**config.mk**
```make
export PLATFORM = sky130hd
export DESIGN_NAME = onehot_rr_arbiter
export DESIGN_NICKNAME = d
export VERILOG_FILES = /design/src/rtl/onehot_rr_arbiter.sv
export SDC_FILE = /design/constraint.sdc
export NUM_CORES = 1
export LEC_CHECK = 0
export CAP_MARGIN = 40
export CORE_ASPECT_RATIO = 2
export CORE_MARGIN = 1.5
export CORE_UTILIZATION = 50
export DETAILED_ROUTE_END_ITERATION = 12
export PLACE_DENSITY = 0.7
export SLEW_MARGIN = 0
export SYNTH_ARGS = -nofsm -noshare
export SYNTH_HDL_FRONTEND = slang
export SYNTH_SLANG_ARGS = --single-unit
```
**constraint.sdc**
```tcl
create_clock -name clk_i -period 5.2 [get_ports clk_i]
set_input_delay 0.78 -clock clk_i [delete_from_list [all_inputs] [get_ports clk_i]]
set_output_delay 0.78 -clock clk_i [all_outputs]
set_load 0.05 [all_outputs]
```
**src/rtl/onehot_rr_arbiter.sv**
```systemverilog
// Round-robin arbiter with registered one-hot grant and binary index.
// Grants are held until done, withdrawal or the hold limit expires.
module onehot_rr_arbiter #(
  parameter int WIDTH_P    = 10,
  parameter int MAX_HOLD_P = 16
) (
  input  logic                       clk_i,
  input  logic                       rst_i,
  input  logic [WIDTH_P-1:0]         req_i,
  input  logic                       done_i,
  output logic [WIDTH_P-1:0]         grant_o,
  output logic [$clog2(WIDTH_P)-1:0] grant_idx_o,
  output logic                       grant_valid_o,
  output logic                       timeout_o
);

  localparam int IDX_W = $clog2(WIDTH_P);
  localparam int CNT_W = $clog2(MAX_HOLD_P + 1);

  typedef enum logic [1:0] {
    IDLE,
    GRANT,
    RELEASE
  } state_t;

  state_t             state;
  state_t             state_nxt;
  logic [IDX_W-1:0]   ptr;
  logic [IDX_W-1:0]   ptr_nxt;
  logic [CNT_W-1:0]   cnt;
  logic [CNT_W-1:0]   cnt_nxt;
  logic [WIDTH_P-1:0] grant_nxt;
  logic [IDX_W-1:0]   idx_nxt;
  logic               valid_nxt;
  logic               timeout_nxt;
  logic [IDX_W-1:0]   pick;
  logic               found;
  logic               at_limit;
  logic               withdrawn;
  logic [IDX_W:0]     pos;

  // First requester at or above the pointer, wrapping modulo WIDTH_P.
  always_comb begin
    pick  = '0;
    found = 1'b0;
    pos   = '0;
    for (int k = 0; k < WIDTH_P; k++) begin
      pos = {1'b0, ptr} + (IDX_W + 1)'(k);
      if (pos >= (IDX_W + 1)'(WIDTH_P)) begin
        pos = pos - (IDX_W + 1)'(WIDTH_P);
      end
      if (!found && req_i[pos[IDX_W-1:0]]) begin
        found = 1'b1;
        pick  = pos[IDX_W-1:0];
      end
    end
  end

  assign at_limit  = (cnt == CNT_W'(MAX_HOLD_P - 1));
  assign withdrawn = !req_i[grant_idx_o];

  // Next-state, next-grant and pointer update.
  always_comb begin
    state_nxt   = state;
    grant_nxt   = grant_o;
    idx_nxt     = grant_idx_o;
    valid_nxt   = grant_valid_o;
    timeout_nxt = 1'b0;
    ptr_nxt     = ptr;
    cnt_nxt     = cnt;
    unique case (state)
      IDLE: begin
        if (found) begin
          grant_nxt       = '0;
          grant_nxt[pick] = 1'b1;
          idx_nxt         = pick;
          valid_nxt       = 1'b1;
          cnt_nxt         = '0;
          state_nxt       = GRANT;
        end
      end
      GRANT: begin
        cnt_nxt = cnt + CNT_W'(1);
        if (done_i || withdrawn || at_limit) begin
          state_nxt   = RELEASE;
          grant_nxt   = '0;
          idx_nxt     = '0;
          valid_nxt   = 1'b0;
          timeout_nxt = at_limit && !done_i && !withdrawn;
          if (grant_idx_o == IDX_W'(WIDTH_P - 1)) begin
            ptr_nxt = '0;
          end else begin
            ptr_nxt = grant_idx_o + IDX_W'(1);
          end
        end
      end
      RELEASE: begin
        state_nxt = IDLE;
      end
      default: begin
        state_nxt = IDLE;
      end
    endcase
  end

  // State and output registers with synchronous reset.
  always_ff @(posedge clk_i) begin
    if (rst_i) begin
      state         <= IDLE;
      grant_o       <= '0;
      grant_idx_o   <= '0;
      grant_valid_o <= 1'b0;
      timeout_o     <= 1'b0;
      ptr           <= '0;
      cnt           <= '0;
    end else begin
      state         <= state_nxt;
      grant_o       <= grant_nxt;
      grant_idx_o   <= idx_nxt;
      grant_valid_o <= valid_nxt;
      timeout_o     <= timeout_nxt;
      ptr           <= ptr_nxt;
      cnt           <= cnt_nxt;
    end
  end

endmodule
```
==> impl_metrics.ini <==
[logic_synthesis]
synth_common_cells = 41 x nand2_1, 40 x nor2_1, 32 x a21oi_1, 27 x dfxtp_1, 27 x mux2i_1
avgSynthCellArea_um2 = 7.990
ys_ff_latch = 27
synthesis.area_um2 = 4267
synthXorXnorAreaFrac = 0.04516
yosys_warnings = 0
yosys-top-cells-area = dfxtp_1 13%, ha_1 6.7%, mux2i_1 6.3%
synth-simple-area-share = 0.2499
synth_seq_area_share = 0.1267
synth.largest_area_cell = dfxtp_1
synth-edff-count = 0
synth_cell_types = 90
yosysTopAreaCellShare = 0.1267
muxShareOfSynthArea = 0.1598
yosysMostFrequentCell = nand2_1
synth_nets = 571
synth-compound-area-share = 0.2950
ys_async_sr_fraction = 0
synthAdderAreaFrac = 0.07214
synth_top_family_by_area = compound AO/OA/AOI/OAI gates
synthCells = 534
synth_ff_type = dfxtp_1

[routing]
vias = 4535
routedWlPerCell_um = 22.45
drtIter0Drc = 494
dr.pass1.iters = 5
finalWirelength_um = 14640
postRouteAntennaNets = 0
avgViaCountPerCell = 6.956
drc_errors = 0

[die]
core_um2 = 8292
die_width_um = 68.32
rows = 47
start_util = 0.5146
die_area_um2 = 9130
die_h_um = 133.6
pin_count = 29

[global_routing]
met2_usage = 0.5782
met1_usage = 0.3432
antenna_found_initial = 0
grt_pass1_vias = 4418
track_usage = 0.3400
grt_max_degree = 26
met3_usage = 0.02703
grt_first_pass_wirelength_um = 23060
grt_most_used_layer = met2
grt_overflow = 0

[placed_design]
io_buffers = 28
place_congestion = 0.9932
placed_cells = 647
post-place-ws_ns = 0.4531
dp_hpwl_um = 11690

[clock_network]
post_cts_resized = 0
cts_tree = done
post_cts_buffers = 0
clock_path_buffers = 2
clk_pin_slew_ns = 0.06
cts_max_level = 1
cts_hold_buf = 0
clock-sinks = 27
root_buffer = clkbuf_16
clk_latency_ns = 0.26
numCtsBuffers = 3

[critical_path]
critical_path.max_fanout = 13
crit_type = reg -> reg
start_kind = register
critPathRequiredTime_ns = 5.41
endpoint_kind = register
cp_data_arrival_time_ns = 5.00

[timing]
min_period_ns = 4.787
hold_violations = 0
rsz0062_at_grt = false
slew-limit-headroom = 0.4652
setup_violations = 0
maxSlewViolCount = 0
setup_tns_ns = 0
holdWs_ns = 0.4640
finalClockSkew_ns = 0.002985
period_share = 0.9206
setup_slack_ns = 0.4130
worst_slew_pin_slew_ns = 0.7996
maxClockFrequency_mhz = 208.9

[cells_and_area]
post-route-util = 0.5684
multiInputGateArea_um2 = 3507
fin_cells = 652
final-seq-area_um2 = 541.8
nets = 592
nFillCells = 775
drive_above_1_share = 0.1209
areaGrowthSynthToFinish_pct = 10.47
n_antenna_cell = 0

[power_and_ir_drop]
switchingPower_uw = 1975
power_leakage_uw = 0.001757
p_sw_frac = 0.5732
vdd_drop_max_mv = 0.4463
pwr-share-clk = 0.051
internal_power_uw = 1471
power_frac_seq = 0.087
comb_power_share = 0.862
p_per_area_nw_per_um2 = 731.1

[run_status]
status = finished clean

[job]
max_cap_viol_count = 0

[hold_path]
hold_class = reg -> reg
==> metrics by stage <==
| stage | power (uW) | area [um^2] |
|---|---|---|
| 4_1_cts | 3358 | 4708 |
| 6_report | 3446 | 4713 |
| 5_1_grt | 3652 | 4713 |
| 3_3_place_gp | 3140 | 4628 |
| 2_1_floorplan | 2440 | 4267 |
| 3_5_place_dp | 3168 | 4628 |
==> cells in the final DEF (no fill, tap or decap), types with 5 or more instances in the layout <==
cell,netlist,final
a31oi_1,5,5
nand2_1,41,41
nor3_1,15,15
a211oi_1,12,12
and2_1,10,10
o21a_1,8,8
nand3_1,14,14
o211ai_1,7,7
a22o_1,8,8
a22oi_1,5,5
dfxtp_1,27,26
a21o_1,5,5
and3_1,6,6
nand2b_1,14,14
or3_1,8,8
xnor2_1,15,15
inv_1,16,16
nor2b_1,12,12
o21ai_0,21,21
ha_1,23,23
o22ai_1,8,8
clkdlybuf4s50_1,0,28
nor2_1,40,40
mux2_2,7,7
mux4_2,12,12
or4_1,6,6
mux2i_1,27,27
a21oi_1,32,32
buf_4,3,14
==> power groups by stage <==
stage          clock network, uW  registers [uW]  logic [uW]
6_report                     175             301        2970
4_1_cts                      178             301        2880
2_1_floorplan                  0             392        2050
3_3_place_gp                   0             304        2840
5_1_grt                      183             309        3160
3_5_place_dp                   0             305        2860
==> critical path, stage by stage, from the launching register on <==
cell,delay [ns]
dfxtp_2,0.33
inv_1,0.11
ha_1,0.44
clkinv_1,0.38
ha_1,0.44
inv_1,0.16
a21o_1,0.18
a211oi_1,0.12
o211a_1,0.22
or3_1,0.47
nor4_4,0.43
nand3_4,0.18
o21ai_2,0.32
and2_1,0.21
nor2b_1,0.49
a22o_1,0.23
==> worst paths after layout <==
path | from | end | slack [ns] | cells past startpoint
min reg2reg | grant_valid_o | grant_valid_o | 0.46 | 2
min | grant_valid_o | grant_valid_o | 0.46 | 2
max | ptr[0] | grant_o[1] | 0.41 | 15
max reg2reg | ptr[0] | grant_o[1] | 0.41 | 15
==> kinds of logic after synthesis <==
group | Yosys count
simple gates | 195
compound gates | 172
mux | 51
buf+inv | 46
flops | 27
fa+ha+maj | 24
xor+xnor | 19
==> state kept, by name, summed over array words and instances, names as in the netlist <==
register / flops
cnt: 5
grant_idx_o: 4
grant_o: 10
grant_valid_o: 1
ptr: 4
state: 2
timeout_o: 1
==> cell type report <==
type                    count  share of cell area
multi-input cells         461              0.7441
flip-flops and latches     27              0.1149
repair buffers             43             0.08282
well taps                  98             0.02602
clock buffers               3             0.01593
inverters                  19             0.01513
clock inverters             1            0.001062
==> layer usage <==
| metal | up-vias | routed length, um |
|---|---|---|
| li1 | 2087 | - |
| met5 | - | 0 |
| met4 | 0 | 1622 |
| met1 | 2148 | 4913 |
| met3 | 90 | 607 |
| met2 | 210 | 7494 |
No activity file was read; power rests on OpenSTA's default activity.
